$ cat src/rtl/mux_arbiter_4.sv
// mux_arbiter_4 -- four-way round-robin arbiter that captures the winning
// requester's data word into a registered output slot.
//
// Ports
//   clk        : rising-edge clock for all state
//   rst_n      : asynchronous active-low reset
//   req[3:0]   : request bits, bit i = requester i (0=a, 1=b, 2=c, 3=d)
//   a, b, c, d : requester data words (W bits), sampled only at capture
//   lock[3:0]  : (MUX_ARB_LOCK_EN only) lock[k] sampled at capture keeps k's priority
//   out_ready  : downstream accepts out_data when out_valid && out_ready
//   gnt[3:0]   : one-cycle one-hot pulse for the requester just captured
//   c1, c0     : registered select of the current/last grant ({c1,c0} = index)
//   out_data   : captured data word
//   out_valid  : out_data holds an untransferred word
//   xfer_cnt   : completed transfers, wraps 255 -> 0
//   dbg_busy_o : FSM state (1 = BUSY) for checkers
//
// Optional feature: define MUX_ARB_LOCK_EN to add the lock port and the
// 4-grant locked-burst cap.
//
// Handshake: a word moves downstream on a rising edge where out_valid and
// out_ready are both high; out_data/out_valid/{c1,c0} are frozen until then,
// and out_ready has no effect while out_valid is low.
module mux_arbiter_4 #(
  parameter int W = 4
) (
  input  logic         clk,
  input  logic         rst_n,
  input  logic [3:0]   req,
  input  logic [W-1:0] a,
  input  logic [W-1:0] b,
  input  logic [W-1:0] c,
  input  logic [W-1:0] d,
`ifdef MUX_ARB_LOCK_EN
  input  logic [3:0]   lock,
`endif
  input  logic         out_ready,
  output logic [3:0]   gnt,
  output logic         c1,
  output logic         c0,
  output logic [W-1:0] out_data,
  output logic         out_valid,
  output logic [7:0]   xfer_cnt,
  output logic         dbg_busy_o
);

  typedef enum logic {IDLE = 1'b0, BUSY = 1'b1} state_e;

  state_e       state_q, state_d;
  logic [1:0]   ptr_q, ptr_d;
  logic [1:0]   sel_q, sel_d;
  logic [3:0]   gnt_q, gnt_d;
  logic [W-1:0] data_q, data_d;
  logic         valid_q, valid_d;
  logic [7:0]   cnt_q, cnt_d;
`ifdef MUX_ARB_LOCK_EN
  logic         locked_q, locked_d;
  logic [1:0]   burst_q, burst_d;
`endif

  logic [W-1:0] data_arr [4];
  logic         found;
  logic [1:0]   pick;
  logic [1:0]   idx;

  assign data_arr[0] = a;
  assign data_arr[1] = b;
  assign data_arr[2] = c;
  assign data_arr[3] = d;

  // Search order ptr+1, ptr+2, ptr+3, ptr: the last winner has lowest priority.
  always_comb begin
    found = 1'b0;
    pick  = ptr_q;
    idx   = ptr_q;
    for (int i = 1; i <= 4; i++) begin
      idx = ptr_q + 2'(i);
      if (!found && req[idx]) begin
        found = 1'b1;
        pick  = idx;
      end
    end
  end

  always_comb begin
    state_d = state_q;
    ptr_d   = ptr_q;
    sel_d   = sel_q;
    gnt_d   = 4'b0000;
    data_d  = data_q;
    valid_d = valid_q;
    cnt_d   = cnt_q;
`ifdef MUX_ARB_LOCK_EN
    locked_d = locked_q;
    burst_d  = burst_q;
`endif
    case (state_q)
      IDLE: begin
        if (found) begin
          sel_d   = pick;
          data_d  = data_arr[pick];
          gnt_d   = 4'b0001 << pick;
          valid_d = 1'b1;
          state_d = BUSY;
`ifdef MUX_ARB_LOCK_EN
          locked_d = lock[pick];
`endif
        end
      end
      BUSY: begin
        if (valid_q && out_ready) begin
          valid_d = 1'b0;
          cnt_d   = cnt_q + 8'd1;
          state_d = IDLE;
`ifdef MUX_ARB_LOCK_EN
          // A locked grant keeps ptr so k wins again, but the 4th consecutive
          // locked grant releases priority and restarts the burst count.
          if (locked_q && burst_q != 2'd3) begin
            burst_d = burst_q + 2'd1;
          end else begin
            ptr_d   = sel_q;
            burst_d = 2'd0;
          end
`else
          ptr_d = sel_q;
`endif
        end
      end
      default: state_d = IDLE;
    endcase
  end

  always_ff @(posedge clk or negedge rst_n) begin
    if (!rst_n) begin
      state_q <= IDLE;
      ptr_q   <= 2'd3;
      sel_q   <= 2'd0;
      gnt_q   <= 4'b0000;
      data_q  <= '0;
      valid_q <= 1'b0;
      cnt_q   <= 8'd0;
`ifdef MUX_ARB_LOCK_EN
      locked_q <= 1'b0;
      burst_q  <= 2'd0;
`endif
    end else begin
      state_q <= state_d;
      ptr_q   <= ptr_d;
      sel_q   <= sel_d;
      gnt_q   <= gnt_d;
      data_q  <= data_d;
      valid_q <= valid_d;
      cnt_q   <= cnt_d;
`ifdef MUX_ARB_LOCK_EN
      locked_q <= locked_d;
      burst_q  <= burst_d;
`endif
    end
  end

  assign gnt        = gnt_q;
  assign c1         = sel_q[1];
  assign c0         = sel_q[0];
  assign out_data   = data_q;
  assign out_valid  = valid_q;
  assign xfer_cnt   = cnt_q;
  assign dbg_busy_o = (state_q == BUSY);

endmodule
$ cat config.mk
export PLATFORM = sky130hd
export DESIGN_NAME = mux_arbiter_4
export DESIGN_NICKNAME = d
export VERILOG_FILES = /design/src/rtl/mux_arbiter_4.sv
export SDC_FILE = /design/constraint.sdc
export NUM_CORES = 1
export LEC_CHECK = 0
export ABC_AREA = 1
export CAP_MARGIN = 20
export CORE_MARGIN = 2
export CORE_UTILIZATION = 25
export CTS_BUF_LIST = sky130_fd_sc_hd__clkbuf_16
export DETAILED_ROUTE_END_ITERATION = 12
export SLEW_MARGIN = 20
export SYNTH_ARGS = -nofsm -noshare
export SYNTH_HDL_FRONTEND = slang
export SYNTH_SLANG_ARGS = --single-unit
$ cat constraint.sdc
create_clock -name clk -period 4.45 [get_ports clk]
set_input_delay 0.89 -clock clk [delete_from_list [all_inputs] [get_ports clk]]
set_output_delay 0.89 -clock clk [all_outputs]
set_load 0.01 [all_outputs]
==> run metrics <==
outcome completed; Hold Path Class reg -> reg; # IOs 43; Pwr Total 1.41 mW; fin area 1880 µm²; Vias/cell 4.22; WP buf/inv 1; Fmax 425 MHz; post-synth cell types 26; period utilization 0.529; Non-Filler Instances 274; max_cap viols 0; synthesized area per cell 8.25 µm²; dpl cells 270; slack of the critical path 2100 ps; Post-CTS Hold Fix Bufs 0; CP startpoint out_ready; clk_skew 1.38 ps; tightest hold margin 484 ps; worst-path fanout max 10; Reg2Reg Setup Slack 2560 ps; post-CTS setup buffers 0; static leakage 0.881 nW; DRC viols 0; first-pass GRT wire length 5130 µm; register area share after synthesis 0.421; die area 5850 µm²; Worst-Skew Late Latency 250 ps; post-place setup slack 1840 ps; path length in cells of the critical path 7; vias after detailed routing 1,157; Core Util, Final 0.371; worst setup path endpoint xfer_cnt[7]$_DFFE_PN0P_; ANT nets after route 0; synth warn 0; unrepaired setup endpoints after global routing no; clock slew at reported path FFs 60 ps; fin nets 229; Worst Reg2Reg Path Length in Cells 13; Pwr per Cell Area 749 nW/µm²; post-cts resize count 0; final slew viol count 0; #FFs+latches synth 22; post-synthesis cell count 159; fin crit period 2350 ps; Worst setup EP type flop; Syn Std Cell Area 1310 µm²; placed cell areas 1810 µm²; routability cong. 0.751; Fillers 547; share of cells above drive strength 1 0.176; CTS Buf Count 3; clock tree buffer depth 2; Syn Nets 183; PortBufs 42; Reg2Reg Capture Point out_data[2]$_DFFE_PN0P_; area grow syn2layout 43.5%; vias in the first global route 1,132; Critical Path AT 2490 ps; Slew headroom 0.684; starting density of the core 0.259; Reg area 553 µm²; antenna violations before repair 0; GR Util All Layers 0.109; total wire length 2990 µm; cell breakdown of the critical path clkdlybuf4s50_1 > nand2_1 > nor2_2 > nand4_1 > nand3b_1 > nand3b_1 > xnor2_1; setup TNS 0 ps; Die Height 76.5 µm; critical path type in -> reg; Root Driver clkbuf_16; drt pass-1 iters 4; DRT iter0 DRCs 50; CP top delay family simple AND/OR/NAND/NOR gates; Final Hold Vio Count 0; hpwl dp 2370 µm; Reg2Reg Launch Point ptr_q[0]$_DFFE_PN1P_; drt wl/cell 10.9 µm; Worst Tran Pin Value 474 ps; Inserted Diodes 0; die width 76.5 µm; Core Area 5070 µm²; multi-input logic area 701 µm²; slowest CP cell clkdlybuf4s50_1; Final setup viols 0; H-tree depth 1; gr ovfl total 0; Rows 26; worst path required time 4590 ps; CTS tree yes; Max IR drop VDD 0.000206 V; CP max stage delay 460 ps; Most common cell on crit path nand3b_1; Startpoint Class input port; largest net degree at the start of global routing 23; Sink Count 22
worst register-to-register path, cell delays in order (launching register included):
cell      delay (ps)
dfstp_2          700
inv_8             80
nand2_1           70
nand2_1          100
nand2_2          130
nand2_4           60
inv_4             90
nand3_4           80
clkinv_1          80
nand2_2           60
nand2_4          100
nand3_1           90
nand3_1           90
nand2_1           50
synth_stat cells, drive strengths merged:
| library cell | instances | area share |
|---|---|---|
| a21oi | 1 | 0.0038 |
| and2 | 1 | 0.0048 |
| buf | 1 | 0.0086 |
| clkinv | 1 | 0.0029 |
| dfrtp | 20 | 0.38 |
| dfstp | 2 | 0.040 |
| ha | 1 | 0.0095 |
| inv | 9 | 0.033 |
| nand2 | 73 | 0.28 |
| nand3 | 26 | 0.12 |
| nand3b | 2 | 0.011 |
| nand4 | 3 | 0.014 |
| nor2 | 8 | 0.025 |
| o2111ai | 1 | 0.0067 |
| o21ai | 4 | 0.015 |
| xnor2 | 3 | 0.020 |
| xor2 | 3 | 0.020 |
layer usage:
metal  vias up  wire, µm  track usage
li1        602         -            -
met1       522      1440        0.144
met2        33      1400        0.175
met3         0       150       0.0332
met4         0         0       0.0218
met5         -         0            0
cell families (layout without fill, tap and decap cells):
| group | Yosys count | after routing | synth area share |
|---|---|---|---|
| AND/OR/NAND/NOR | 113 | 113 | 0.459 |
| flip-flops | 22 | 22 | 0.421 |
| buffers and inverters | 11 | 56 | 0.0448 |
| AO/OA/AOI/OAI | 6 | 6 | 0.0257 |
| XOR/XNOR | 6 | 6 | 0.0400 |
| adder cells (fa/ha/maj) | 1 | 1 | 0.00953 |
area by class of cell:
class,instances,area share
clock inverters,1,0.00199
inverters,10,0.0252
well taps,70,0.0465
multi-input cells,126,0.372
flip-flops and latches,22,0.294
repair buffers,42,0.221
clock buffers,3,0.0399
layout by cell type, fill, tap and decap left out, types with 3 or more instances in the layout:
cell and instances:
clkbuf_16 3, clkdlybuf4s50_1 41, dfrtp_1 20, inv_1 5, nand2_1 52, nand2_2 12
nand2_4 9, nand3_1 22, nand3_2 3, nand4_1 3, nor2_1 7, o21ai_0 3
xnor2_1 3, xor2_1 3
state kept, by name (all words and copies together) (netlist names):
signal	count
out_valid	1
ptr_q	2
out_data	4
sel_q	2
gnt	4
xfer_cnt	8
dbg_busy_o	1
report_power, final:
| part | leakage [nW] | switching, mW | internal (mW) |
|---|---|---|---|
| Sequential | 0.274 | 0.0790 | 0.286 |
| Combinational | 0.569 | 0.509 | 0.353 |
| Clock | 0.0385 | 0.0653 | 0.120 |
worst min path at each step:
| stage | from | endpoint | slack (ps) | cells past startpoint |
|---|---|---|---|---|
| after floorplan | xfer_cnt[7]$_DFFE_PN0P_ | xfer_cnt[7]$_DFFE_PN0P_ | 510 | 1 |
| after global placement | out_data[0]$_DFFE_PN0P_ | out_data[0]$_DFFE_PN0P_ | 470 | 2 |
| after detailed placement | out_data[2]$_DFFE_PN0P_ | out_data[2]$_DFFE_PN0P_ | 480 | 2 |
| after CTS | out_data[2]$_DFFE_PN0P_ | out_data[2]$_DFFE_PN0P_ | 490 | 2 |
| after global routing | out_data[2]$_DFFE_PN0P_ | out_data[2]$_DFFE_PN0P_ | 520 | 2 |
| final | out_data[2]$_DFFE_PN0P_ | out_data[2]$_DFFE_PN0P_ | 480 | 2 |
No activity file was read; power rests on OpenSTA's default activity.
